[src/rtl/eeg_wram_rd_arb_if.sv]
// Bus bundle for one WRAM bank arbiter: ETOW write port, PTOW read ports and the RAM macro pins.
// slave = arbiter side, master = the surrounding requesters plus RAM.
interface eeg_wram_rd_arb_if #(
  parameter int WBUF_NUM    = 4,
  parameter int WRAM_ADD_AW = 8,
  parameter int WRAM_DAT_DW = 32
);
  logic                            ETOW_DAT_VLD;
  logic                            ETOW_DAT_RDY;
  logic [WRAM_ADD_AW-1:0]          ETOW_DAT_ADD;
  logic [WRAM_DAT_DW-1:0]          ETOW_DAT_DAT;
  logic [WBUF_NUM-1:0]             PTOW_ADD_VLD;
  logic [WBUF_NUM-1:0]             PTOW_ADD_RDY;
  logic [WBUF_NUM*WRAM_ADD_AW-1:0] PTOW_ADD_ADD;
  logic [WBUF_NUM-1:0]             PTOW_DAT_VLD;
  logic [WBUF_NUM-1:0]             PTOW_DAT_RDY;
  logic [WBUF_NUM*WRAM_DAT_DW-1:0] PTOW_DAT_DAT;
  logic                            ram_cen;
  logic                            ram_wen;
  logic [WRAM_ADD_AW-1:0]          ram_add;
  logic [WRAM_DAT_DW-1:0]          ram_din;
  logic [WRAM_DAT_DW-1:0]          ram_dout;

  // Handshakes: a transfer happens on a clock edge where VLD and RDY are both 1.
  modport slave (
    input  ETOW_DAT_VLD, ETOW_DAT_ADD, ETOW_DAT_DAT,
    input  PTOW_ADD_VLD, PTOW_ADD_ADD, PTOW_DAT_RDY, ram_dout,
    output ETOW_DAT_RDY, PTOW_ADD_RDY, PTOW_DAT_VLD, PTOW_DAT_DAT,
    output ram_cen, ram_wen, ram_add, ram_din
  );

  modport master (
    output ETOW_DAT_VLD, ETOW_DAT_ADD, ETOW_DAT_DAT,
    output PTOW_ADD_VLD, PTOW_ADD_ADD, PTOW_DAT_RDY, ram_dout,
    input  ETOW_DAT_RDY, PTOW_ADD_RDY, PTOW_DAT_VLD, PTOW_DAT_DAT,
    input  ram_cen, ram_wen, ram_add, ram_din
  );
endinterface

[src/rtl/eeg_wram_rd_arb.sv]
// WRAM bank arbiter: write-priority, round-robin credited reads, per-requester return FIFOs.
// Optional macro WRAM_ARB_FAIR_EN forces one read after 7 consecutive writes that blocked a read.
module eeg_wram_rd_arb #(
  parameter int WBUF_NUM    = 4,
  parameter int WRAM_ADD_AW = 8,
  parameter int WRAM_DAT_DW = 32,
  parameter int RBUF_DEPTH  = 2
) (
  input logic              clk,
  input logic              rst_n,
  eeg_wram_rd_arb_if.slave bus
);

  localparam int PW = (WBUF_NUM > 1) ? $clog2(WBUF_NUM) : 1;
  localparam int CW = $clog2(RBUF_DEPTH + 1);
  localparam int FW = (RBUF_DEPTH > 1) ? $clog2(RBUF_DEPTH) : 1;

  logic [PW-1:0]          ptr_q, ptr_d;
  logic [CW-1:0]          credit_q [WBUF_NUM];
  logic [CW-1:0]          credit_d [WBUF_NUM];
  logic [CW-1:0]          occ_q    [WBUF_NUM];
  logic [CW-1:0]          occ_d    [WBUF_NUM];
  logic [FW-1:0]          wp_q     [WBUF_NUM];
  logic [FW-1:0]          wp_d     [WBUF_NUM];
  logic [FW-1:0]          rp_q     [WBUF_NUM];
  logic [FW-1:0]          rp_d     [WBUF_NUM];
  logic [WRAM_DAT_DW-1:0] fifo_q   [WBUF_NUM][RBUF_DEPTH];

  logic                   ram_cen_q, ram_cen_d;
  logic                   ram_wen_q, ram_wen_d;
  logic [WRAM_ADD_AW-1:0] ram_add_q, ram_add_d;
  logic [WRAM_DAT_DW-1:0] ram_din_q, ram_din_d;
  logic                   tag1_vld_q, tag2_vld_q;
  logic [PW-1:0]          tag1_idx_q, tag2_idx_q;

  logic [WBUF_NUM-1:0]    elig, rd_gnt, push, pop, dat_vld;
  logic                   rd_found, wr_go, rd_go, fair_force;
  logic [PW-1:0]          rd_idx;

  function automatic logic [FW-1:0] ptr_inc(input logic [FW-1:0] p);
    return (p == FW'(RBUF_DEPTH - 1)) ? '0 : p + FW'(1);
  endfunction

  // Round-robin search starting one past the last granted requester.
  always_comb begin
    elig     = '0;
    rd_found = 1'b0;
    rd_idx   = '0;
    for (int i = 0; i < WBUF_NUM; i++) begin
      elig[i] = bus.PTOW_ADD_VLD[i] && (credit_q[i] < CW'(RBUF_DEPTH));
    end
    for (int k = 1; k <= WBUF_NUM; k++) begin
      if (!rd_found && elig[(int'(ptr_q) + k) % WBUF_NUM]) begin
        rd_found = 1'b1;
        rd_idx   = PW'((int'(ptr_q) + k) % WBUF_NUM);
      end
    end
  end

`ifdef WRAM_ARB_FAIR_EN
  logic [2:0] fair_cnt_q, fair_cnt_d;

  assign fair_force = (fair_cnt_q == 3'd7) && rd_found;

  always_comb begin
    fair_cnt_d = fair_cnt_q;
    if (rd_go || !rd_found) fair_cnt_d = 3'd0;
    else if (wr_go)         fair_cnt_d = fair_cnt_q + 3'd1;
  end

  always_ff @(posedge clk or negedge rst_n) begin
    if (!rst_n) fair_cnt_q <= 3'd0;
    else        fair_cnt_q <= fair_cnt_d;
  end
`else
  assign fair_force = 1'b0;
`endif

  always_comb begin
    wr_go  = rst_n && bus.ETOW_DAT_VLD && !fair_force;
    rd_go  = rst_n && !wr_go && rd_found;
    rd_gnt = '0;
    if (rd_go) rd_gnt[rd_idx] = 1'b1;
    ptr_d     = rd_go ? rd_idx : ptr_q;
    ram_cen_d = wr_go || rd_go;
    ram_wen_d = wr_go;
    ram_add_d = ram_add_q;
    ram_din_d = ram_din_q;
    if (wr_go) begin
      ram_add_d = bus.ETOW_DAT_ADD;
      ram_din_d = bus.ETOW_DAT_DAT;
    end else if (rd_go) begin
      ram_add_d = bus.PTOW_ADD_ADD[int'(rd_idx)*WRAM_ADD_AW +: WRAM_ADD_AW];
    end
  end

  // Credits count FIFO occupancy plus reads still in the RAM pipeline.
  always_comb begin
    for (int i = 0; i < WBUF_NUM; i++) begin
      dat_vld[i]  = (occ_q[i] != '0);
      pop[i]      = dat_vld[i] && bus.PTOW_DAT_RDY[i];
      push[i]     = tag2_vld_q && (tag2_idx_q == PW'(i));
      credit_d[i] = credit_q[i];
      occ_d[i]    = occ_q[i];
      if (rd_gnt[i] && !pop[i])      credit_d[i] = credit_q[i] + CW'(1);
      else if (!rd_gnt[i] && pop[i]) credit_d[i] = credit_q[i] - CW'(1);
      if (push[i] && !pop[i])        occ_d[i] = occ_q[i] + CW'(1);
      else if (!push[i] && pop[i])   occ_d[i] = occ_q[i] - CW'(1);
      wp_d[i] = push[i] ? ptr_inc(wp_q[i]) : wp_q[i];
      rp_d[i] = pop[i]  ? ptr_inc(rp_q[i]) : rp_q[i];
    end
  end

  always_ff @(posedge clk or negedge rst_n) begin
    if (!rst_n) begin
      ptr_q      <= PW'(WBUF_NUM - 1);
      ram_cen_q  <= 1'b0;
      ram_wen_q  <= 1'b0;
      ram_add_q  <= '0;
      ram_din_q  <= '0;
      tag1_vld_q <= 1'b0;
      tag1_idx_q <= '0;
      tag2_vld_q <= 1'b0;
      tag2_idx_q <= '0;
      for (int i = 0; i < WBUF_NUM; i++) begin
        credit_q[i] <= '0;
        occ_q[i]    <= '0;
        wp_q[i]     <= '0;
        rp_q[i]     <= '0;
      end
    end else begin
      ptr_q      <= ptr_d;
      ram_cen_q  <= ram_cen_d;
      ram_wen_q  <= ram_wen_d;
      ram_add_q  <= ram_add_d;
      ram_din_q  <= ram_din_d;
      tag1_vld_q <= rd_go;
      tag1_idx_q <= rd_idx;
      tag2_vld_q <= tag1_vld_q;
      tag2_idx_q <= tag1_idx_q;
      for (int i = 0; i < WBUF_NUM; i++) begin
        credit_q[i] <= credit_d[i];
        occ_q[i]    <= occ_d[i];
        wp_q[i]     <= wp_d[i];
        rp_q[i]     <= rp_d[i];
      end
    end
  end

  // Storage needs no reset: occupancy gates visibility.
  always_ff @(posedge clk) begin
    for (int i = 0; i < WBUF_NUM; i++) begin
      if (push[i]) fifo_q[i][wp_q[i]] <= bus.ram_dout;
    end
  end

  always_comb begin
    bus.PTOW_DAT_DAT = '0;
    for (int i = 0; i < WBUF_NUM; i++) begin
      bus.PTOW_DAT_DAT[i*WRAM_DAT_DW +: WRAM_DAT_DW] = fifo_q[i][rp_q[i]];
    end
  end

  assign bus.ETOW_DAT_RDY = wr_go;
  assign bus.PTOW_ADD_RDY = rd_gnt;
  assign bus.PTOW_DAT_VLD = dat_vld;
  assign bus.ram_cen      = ram_cen_q;
  assign bus.ram_wen      = ram_wen_q;
  assign bus.ram_add      = ram_add_q;
  assign bus.ram_din      = ram_din_q;

endmodule

[src/flat_wrapper.sv]
// flat-port wrapper written by rule: the top's interface ports become plain ports
module eeg_wram_rd_arb_flat 
#(
  parameter int WBUF_NUM    = 4,
  parameter int WRAM_ADD_AW = 8,
  parameter int WRAM_DAT_DW = 32,
  parameter int RBUF_DEPTH  = 2
)
  (clk, rst_n, bus_ETOW_DAT_VLD, bus_ETOW_DAT_ADD, bus_ETOW_DAT_DAT, bus_PTOW_ADD_VLD, bus_PTOW_ADD_ADD, bus_PTOW_DAT_RDY, bus_ram_dout, bus_ETOW_DAT_RDY, bus_PTOW_ADD_RDY, bus_PTOW_DAT_VLD, bus_PTOW_DAT_DAT, bus_ram_cen, bus_ram_wen, bus_ram_add, bus_ram_din);
  eeg_wram_rd_arb_if #(.WBUF_NUM(WBUF_NUM), .WRAM_ADD_AW(WRAM_ADD_AW), .WRAM_DAT_DW(WRAM_DAT_DW)) bus_i ();
  input logic clk;
  input logic rst_n;
  input wire logic [$bits(bus_i.ETOW_DAT_VLD)-1:0] bus_ETOW_DAT_VLD;
  input wire logic [$bits(bus_i.ETOW_DAT_ADD)-1:0] bus_ETOW_DAT_ADD;
  input wire logic [$bits(bus_i.ETOW_DAT_DAT)-1:0] bus_ETOW_DAT_DAT;
  input wire logic [$bits(bus_i.PTOW_ADD_VLD)-1:0] bus_PTOW_ADD_VLD;
  input wire logic [$bits(bus_i.PTOW_ADD_ADD)-1:0] bus_PTOW_ADD_ADD;
  input wire logic [$bits(bus_i.PTOW_DAT_RDY)-1:0] bus_PTOW_DAT_RDY;
  input wire logic [$bits(bus_i.ram_dout)-1:0] bus_ram_dout;
  output wire logic [$bits(bus_i.ETOW_DAT_RDY)-1:0] bus_ETOW_DAT_RDY;
  output wire logic [$bits(bus_i.PTOW_ADD_RDY)-1:0] bus_PTOW_ADD_RDY;
  output wire logic [$bits(bus_i.PTOW_DAT_VLD)-1:0] bus_PTOW_DAT_VLD;
  output wire logic [$bits(bus_i.PTOW_DAT_DAT)-1:0] bus_PTOW_DAT_DAT;
  output wire logic [$bits(bus_i.ram_cen)-1:0] bus_ram_cen;
  output wire logic [$bits(bus_i.ram_wen)-1:0] bus_ram_wen;
  output wire logic [$bits(bus_i.ram_add)-1:0] bus_ram_add;
  output wire logic [$bits(bus_i.ram_din)-1:0] bus_ram_din;
  assign bus_i.ETOW_DAT_VLD = bus_ETOW_DAT_VLD;
  assign bus_i.ETOW_DAT_ADD = bus_ETOW_DAT_ADD;
  assign bus_i.ETOW_DAT_DAT = bus_ETOW_DAT_DAT;
  assign bus_i.PTOW_ADD_VLD = bus_PTOW_ADD_VLD;
  assign bus_i.PTOW_ADD_ADD = bus_PTOW_ADD_ADD;
  assign bus_i.PTOW_DAT_RDY = bus_PTOW_DAT_RDY;
  assign bus_i.ram_dout = bus_ram_dout;
  assign bus_ETOW_DAT_RDY = bus_i.ETOW_DAT_RDY;
  assign bus_PTOW_ADD_RDY = bus_i.PTOW_ADD_RDY;
  assign bus_PTOW_DAT_VLD = bus_i.PTOW_DAT_VLD;
  assign bus_PTOW_DAT_DAT = bus_i.PTOW_DAT_DAT;
  assign bus_ram_cen = bus_i.ram_cen;
  assign bus_ram_wen = bus_i.ram_wen;
  assign bus_ram_add = bus_i.ram_add;
  assign bus_ram_din = bus_i.ram_din;
  eeg_wram_rd_arb #(.WBUF_NUM(WBUF_NUM), .WRAM_ADD_AW(WRAM_ADD_AW), .WRAM_DAT_DW(WRAM_DAT_DW), .RBUF_DEPTH(RBUF_DEPTH)) u_core (.clk(clk), .rst_n(rst_n), .bus(bus_i));
endmodule
[config.mk]
export PLATFORM = sky130hd
export DESIGN_NAME = eeg_wram_rd_arb_flat
export DESIGN_NICKNAME = d
export VERILOG_FILES = /design/src/rtl/eeg_wram_rd_arb_if.sv /design/src/rtl/eeg_wram_rd_arb.sv /design/src/flat_wrapper.sv
export SDC_FILE = /design/constraint.sdc
export NUM_CORES = 1
export LEC_CHECK = 0
export ABC_AREA = 1
export CORE_MARGIN = 8
export CORE_UTILIZATION = 46
export CTS_CLUSTER_DIAMETER = 60
export CTS_CLUSTER_SIZE = 8
export DETAILED_ROUTE_END_ITERATION = 8
export PLACE_DENSITY = 0.87
export REMOVE_ABC_BUFFERS = 1
export SETUP_SLACK_MARGIN = 0.4
export SYNTH_ARGS = -nofsm -noshare
export SYNTH_HDL_FRONTEND = slang
export SYNTH_SLANG_ARGS = --single-unit
[constraint.sdc]
create_clock -name clk -period 2.45 [get_ports clk]
set_input_delay 0.49 -clock clk [delete_from_list [all_inputs] [get_ports clk]]
set_output_delay 0.49 -clock clk [all_outputs]
set_load 0.005 [all_outputs]
==> results of run 1 <==
## cells in the final DEF (no fill, tap or decap), drive strengths merged
master,instances
nand3,49
inv,68
dfrtp,72
edfxtp,256
nand2,557
clkdlybuf4s50,155
dfstp,2
xor2,15
buf,322
nor2,31
clkinv,8
ha,8
xnor2,8
o21ai,11
clkinvlp,1
a21oi,9
nand4,18
nor3,6
dlymetal6s2s,5
clkbuf,79
nand3b,1
## worst register-to-register path, cell delays in order, from the launching register on
cell and delay [ns]:
dfstp_2 0.61, buf_4 0.14, nand2_1 0.06, nand2_2 0.12, nand3_1 0.11, nand2_2 0.12, buf_4 0.14, nand3b_4 0.09
nand3_4 0.12, inv_4 0.07, nand2_8 0.07, nor2_4 0.05, buf_4 0.12, buf_4 0.12, buf_4 0.13, ha_4 0.24
a21oi_2 0.09, o21ai_1 0.08, xor2_1 0.14
## layer usage
metal	wire length, microns	vias to the layer above	GRT usage, %
met4	2754	0	11.75
met3	5215	169	7.984
met2	25690	737	46.23
met1	17870	5454	28.96
met5	0	-	0
li1	-	4797	-
## worst paths after layout
| path | from | to | cells past startpoint |
|---|---|---|---|
| setup / recovery | u_core.ptr_q[0] | bus_PTOW_ADD_RDY[3] | 13 |
| hold / removal | rst_n | u_core.bus.ram_add[7] | 2 |
| setup reg to reg | u_core.ptr_q[0] | u_core.credit_q[1] | 18 |
| hold reg to reg | u_core.tag1_vld_q | u_core.tag2_vld_q | 0 |
| max in group asynchronous | rst_n | u_core.rp_q[2] | 2 |
| min in group clk | u_core.tag1_vld_q | u_core.tag2_vld_q | 0 |
## cell families (layout without fill, tap and decap cells)
family	Yosys count	after routing	synth area share, %
flops	330	330	71.83
simple gates	661	662	21.47
fa+ha+maj	8	8	0.7536
xor+xnor	23	23	1.517
buf+inv	114	638	3.674
compound gates	20	20	0.7535
## timing repair
| action | in CTS | in global routing |
|---|---|---|
| gates resized for setup | 769 | 473 |
| setup endpoints to repair | 153 | 152 |
| setup buffers | 80 | 32 |
| pin swaps | 52 | 110 |
| cloned | 17 | 5 |
## metrics by stage
stage / utilization [%] / TNS (ns) / setup slack [ns]
detailed placement: 59.93 / -7.079 / -0.7577
finish: 77.48 / -2.788 / -0.4632
global placement: 59.93 / -6.143 / -0.6867
CTS: 69.91 / -2.559 / -0.4431
floorplan: - / -42.37 / -0.4760
global route: 77.48 / -4.347 / -0.5802
## flip-flops by register name, indices dropped and copies added, names as in the netlist, 2 cells and up
signal and count:
u_core.tag2_idx_q 2, u_core.occ_q 8, u_core.wp_q 4, u_core.tag1_idx_q 2, u_core.bus.ram_din 32, u_core.rp_q 4
u_core.fifo_q 256, u_core.bus.ram_add 8, u_core.credit_q 8, u_core.ptr_q 2
## final cells by class
type | count | share of cell area, %
tap | 384 | 2.172
inverter | 72 | 1.454
sequential | 330 | 43.16
clock buffer | 73 | 5.900
multi-input combinational | 713 | 22.51
timing repair buffer | 488 | 24.43
clock inverter | 5 | 0.3733
## power groups by stage
stage          registers (mW)  clock network, mW  logic (mW)
6_report                 7.30               6.13        14.9
5_1_grt                  7.35               6.42        15.6
3_3_place_gp             7.20                  0        8.37
2_1_floorplan            7.37                  0        3.53
4_1_cts                  7.20               6.07        11.5
3_5_place_dp             7.23                  0        8.58
==> metrics, run 1 <==
final hold viol count 0; Yosys top cell area share 57.87%; Inst Count DP 1853; Main synth FF type edfxtp_1; DR vias 11160; DR iter-0 viols 893; first-pass GRT wire length 67330 microns; max incr delay on CP 0.61 ns; detail-routed net length per standard cell 24.96 microns; worst setup margin -0.4632 ns; CTS tree built; power share of the clock group 21.6%; # H-tree levels 2; Clock Skew 0.04074 ns; CTS Buf Count 48; fmax 0.3433 GHz; Ports 294; internal power 17.86 mW; Worst Hold Slack 0.2287 ns; largest net degree at the start of global routing 75; register area share after synthesis 71.83%; sw frac 36.95%; RSZ-0062 raised after global routing true; Netlist cell types 29; crit-path leading delay family simple AND/OR/NAND/NOR gates; Worst Path Required 1.96 ns; post-DR vias/cell 5.403; Row Count 62; failing checks negative setup slack; antenna-violating nets left 0; I/O Buffers 293; Clock Tree Root clkbuf_16; Syn Inst Count 1156; die width 185.9 microns; GPL Wtd Cong 0.8655; Cell Area, Placed 17110 sq um; Worst-path clk slew 0.05 ns; Logic pwr share 52.6%; setup slack, reg-to-reg -0.28 ns; layout cell share with drive strength beyond 1 44.68%; Commonest cells post-synth 535 x nand2_1, 256 x edfxtp_1, 72 x dfrtp_1; post-route insts no fill 2065; PwrDens 1281 nW/um^2; Worst Path Arrival 2.42 ns; die span in y 185.9 microns; max cap viols 0; slew margin rel. 33.80%; startpoint types flop; Finished Cell Area 22120 sq um; NetSw 10.47 mW; CP bufs+invs 2; power consumption 28.33 mW; antenna violations before repair 0; initial core utilization 46.53%; Core ar. 28550 sq um; maximum vdd drop 0.7270 mV; area leader, netlist edfxtp_1; dpl hpwl 25290 microns; CTS Buffer Depth 3; area of the multi-input gates 4980 sq um; Num Clock Sinks 330; Area Growth Syn to Fin 66.52%; Mean Syn Cell Area 11.49 sq um; vias in the first global route 11510; Final min period 2.913 ns; slowest library cell on the worst path dfstp_2; setup violators final 12; Routed WL 51530 microns; ant diodes 0; grt total ovfl 0; Worst Setup End Kind output port; worst-path cell chain nand3_1 > nand2_2 > nand2_2 > nand2_4 > nand2_1 > nand2_2 > nand2_4 > nand2_4 > inv_4 > nand2_8 > nand2_8 > nor2_4 > buf_2; fin nets 1776; worst skew pair latency 0.58 ns; Slew Viols, Final 0; CP max FO 5; Ys Warns 0; Yosys reg bits 330; leak pwr 9.706 nW; Die ar. 34570 sq um; Storage cell area 9547 sq um; Tightest Pin Transition 0.9931 ns; Async SR Flop Fraction 22.42%; Reg power frac 25.8%; Crit Path Class reg -> out; mapped cell area 13280 sq um; total track usage 26.28%; EDFF count, synth 256; worst min path class in -> async; Area contributors post-synth edfxtp_1 58%, nand2_1 15%, dfrtp_1 14%, inv_1 1.8%, nand3_1 1.4%; DR DRC count 0; Detailed Routing Iterations Pass 1 5; # fillers 1533; cts hold-fix bufs 0; Tcrit/Tclk final 118.9%; leading cell type by number of instances after synthesis nand2_1; outcome complete, but fails checks
Power figures use the tool's default switching activity.
==> run 2, diff against run 1 <==
--- a/config.mk
+++ b/config.mk
@@ -7,13 +7,15 @@
 export LEC_CHECK = 0
 export ABC_AREA = 1
 export CORE_MARGIN = 8
-export CORE_UTILIZATION = 46
+export CORE_UTILIZATION = 50
 export CTS_CLUSTER_DIAMETER = 60
 export CTS_CLUSTER_SIZE = 8
 export DETAILED_ROUTE_END_ITERATION = 8
-export PLACE_DENSITY = 0.87
+export DONT_BUFFER_PORTS = 1
+export PLACE_DENSITY = 0.78
 export REMOVE_ABC_BUFFERS = 1
 export SETUP_SLACK_MARGIN = 0.4
 export SYNTH_ARGS = -nofsm -noshare
 export SYNTH_HDL_FRONTEND = slang
 export SYNTH_SLANG_ARGS = --single-unit
+export TNS_END_PERCENT = 50
==> metrics, run 2 (same netlist as run 1, synthesis figures left out) <==
failing checks negative setup slack (unchanged); Num Clock Sinks 330 (unchanged); sw frac 35.61% (was 36.95%); commonest non-fill, non-tap cell in the layout nand2_1 (was edfxtp_1); Die ar. 32040 sq um (was 34570 sq um); area of the multi-input gates 3467 sq um (was 4980 sq um); Worst Setup End Kind output port (unchanged); worst min path class in -> reg (was in -> async); fin nets 1365 (was 1776); setup violators final 19 (was 12); CTS Buffer Depth 3 (unchanged); CP max FO 7 (was 5); leak pwr 6.796 nW (was 9.706 nW); worst setup margin -0.4572 ns (was -0.4632 ns); Routed WL 34400 microns (was 51530 microns); Slew Viols, Final 0 (unchanged); Worst Path Required 1.96 ns (about the same); final hold viol count 0 (unchanged); outcome complete, but fails checks (unchanged); Final min period 2.907 ns (was 2.913 ns); Finished Cell Area 15900 sq um (was 22120 sq um); DR vias 8587 (was 11160); Logic pwr share 33.9% (was 52.6%); maximum vdd drop 0.8072 mV (was 0.7270 mV); RSZ-0062 raised after global routing true (unchanged); Crit Path Class reg -> out (unchanged); CTS Buf Count 48 (unchanged); grt total ovfl 0 (unchanged); Core ar. 26060 sq um (was 28550 sq um); CTS tree built (unchanged); initial core utilization 50.97% (was 46.53%); Row Count 59 (was 62); vias in the first global route 8968 (was 11510); fmax 0.3440 GHz (was 0.3433 GHz); antenna-violating nets left 0 (unchanged); layout cell share with drive strength beyond 1 16.65% (was 44.68%); max cap viols 0 (unchanged); setup slack, reg-to-reg -0.16 ns (was -0.28 ns); number of flip-flops under the largest register name 256 (unchanged); GPL Wtd Cong 0.8150 (was 0.8655); PwrDens 1250 nW/um^2 (was 1281 nW/um^2); die width 179.0 microns (was 185.9 microns); antenna violations before repair 0 (unchanged); Storage cell area 9543 sq um (was 9547 sq um); Clock Tree Root clkbuf_16 (unchanged); most frequent cells in the layout 525 x nand2_1, 256 x edfxtp_1, 71 x dfrtp_1 (was 256 x edfxtp_1, 247 x nand2_1, 164 x nand2_4); Cell Area, Placed 14020 sq um (was 17110 sq um); Area Growth Syn to Fin 19.73% (was 66.52%); Tcrit/Tclk final 118.7% (was 118.9%); dpl hpwl 22450 microns (was 25290 microns); die span in y 179.0 microns (was 185.9 microns); Reg power frac 36.3% (was 25.8%); Core Util, Final 61.03% (was 77.48%); slew margin rel. 64.63% (was 33.80%); Worst-path clk slew 0.05 ns (about the same); post-DR vias/cell 5.360 (was 5.403); ant diodes 0 (unchanged); power share of the clock group 29.8% (was 21.6%); post-route insts no fill 1602 (was 2065); Detailed Routing Iterations Pass 1 5 (unchanged); startpoint types flop (unchanged); detail-routed net length per standard cell 21.48 microns (was 24.96 microns); # H-tree levels 2 (unchanged); first-pass GRT wire length 50510 microns (was 67330 microns); worst skew pair latency 0.55 ns (was 0.58 ns); NetSw 7.082 mW (was 10.47 mW); I/O Buffers 0 (was 293); Clock Skew 0.02073 ns (was 0.04074 ns); DR DRC count 0 (unchanged); Worst Path Arrival 2.42 ns (about the same); largest net degree at the start of global routing 75 (unchanged); # fillers 1894 (was 1533); DR iter-0 viols 698 (was 893); internal power 12.80 mW (was 17.86 mW); Tightest Pin Transition 0.5265 ns (was 0.9931 ns); total track usage 20.86% (was 26.28%); Ports 294 (unchanged); Inst Count DP 1501 (was 1853)
-- run 2: power by group through the flow --
stage	Sequential [mW]	Combinational [mW]	Clock [mW]
6_report	7.22	6.74	5.92
5_1_grt	7.29	7.40	6.25
4_1_cts	7.22	6.33	6.02
3_5_place_dp	7.27	6.03	0
3_3_place_gp	7.25	5.86	0
2_1_floorplan	7.37	3.53	0
-- run 2: final timing paths --
kind | from | end | cells after the start
max | u_core.ptr_q[0] | bus_PTOW_ADD_RDY[2] | 11
min | bus_ram_dout[2] | u_core.fifo_q[3][34] | 0
max reg2reg | u_core.ptr_q[0] | u_core.credit_q[5] | 17
min in group asynchronous | rst_n | u_core.bus.ram_din[19] | 2
min reg2reg | u_core.tag1_vld_q | u_core.tag2_vld_q | 0
max in group asynchronous | rst_n | u_core.ptr_q[1] | 2
-- run 2: critical path, cell delays in order (launching register included) --
cell and delay (ns):
dfstp_2 0.60, clkinv_4 0.13, nand3_4 0.11, nand2_4 0.06, nand2_4 0.07, nand2_4 0.08, nor2_8 0.17, nand4_1 0.12
nand3_2 0.13, inv_4 0.06, nor3_4 0.21, buf_6 0.13
-- run 2: per-layer routing --
| layer | vias up | wire length, microns | track usage [%] |
|---|---|---|---|
| met5 | - | 0 | 0 |
| met4 | 0 | 999 | 7.406 |
| met3 | 68 | 4035 | 7.393 |
| met2 | 468 | 16900 | 35.49 |
| met1 | 4097 | 12470 | 24.05 |
| li1 | 3954 | - | - |
-- run 2: timing repair --
item | 4_1_cts | 5_1_grt
setup buffers | 10 | 13
resized for setup | 36 | 35
endpoints found under the setup margin | 116 | 85
hold buffers | 2 | 0
hold endpoints to repair | 74 | 0
pin swaps | 10 | 11
gates cloned | 0 | 1
-- run 2: final cells by class --
class	instances	share of cell area, %
Clock buffer	70	8.135
Clock inverter	5	0.5192
Inverter	72	1.857
Multi-Input combinational cell	712	21.80
Sequential cell	330	60.00
Tap cell	335	2.636
Timing Repair Buffer	78	5.051
-- run 2: stage by stage --
stage	worst slack [ns]	power (mW)	hold slack (ns)	TNS, ns
after floorplan	-0.4760	10.90	0.1944	-42.37
after global placement	-0.03142	13.11	0.1973	-0.08031
after detailed placement	-0.1358	13.30	0.1970	-0.3317
after CTS	-0.4407	19.57	0.01702	-1.839
after global routing	-0.5731	20.94	0.01359	-4.754
final	-0.4572	19.89	0.03806	-2.555
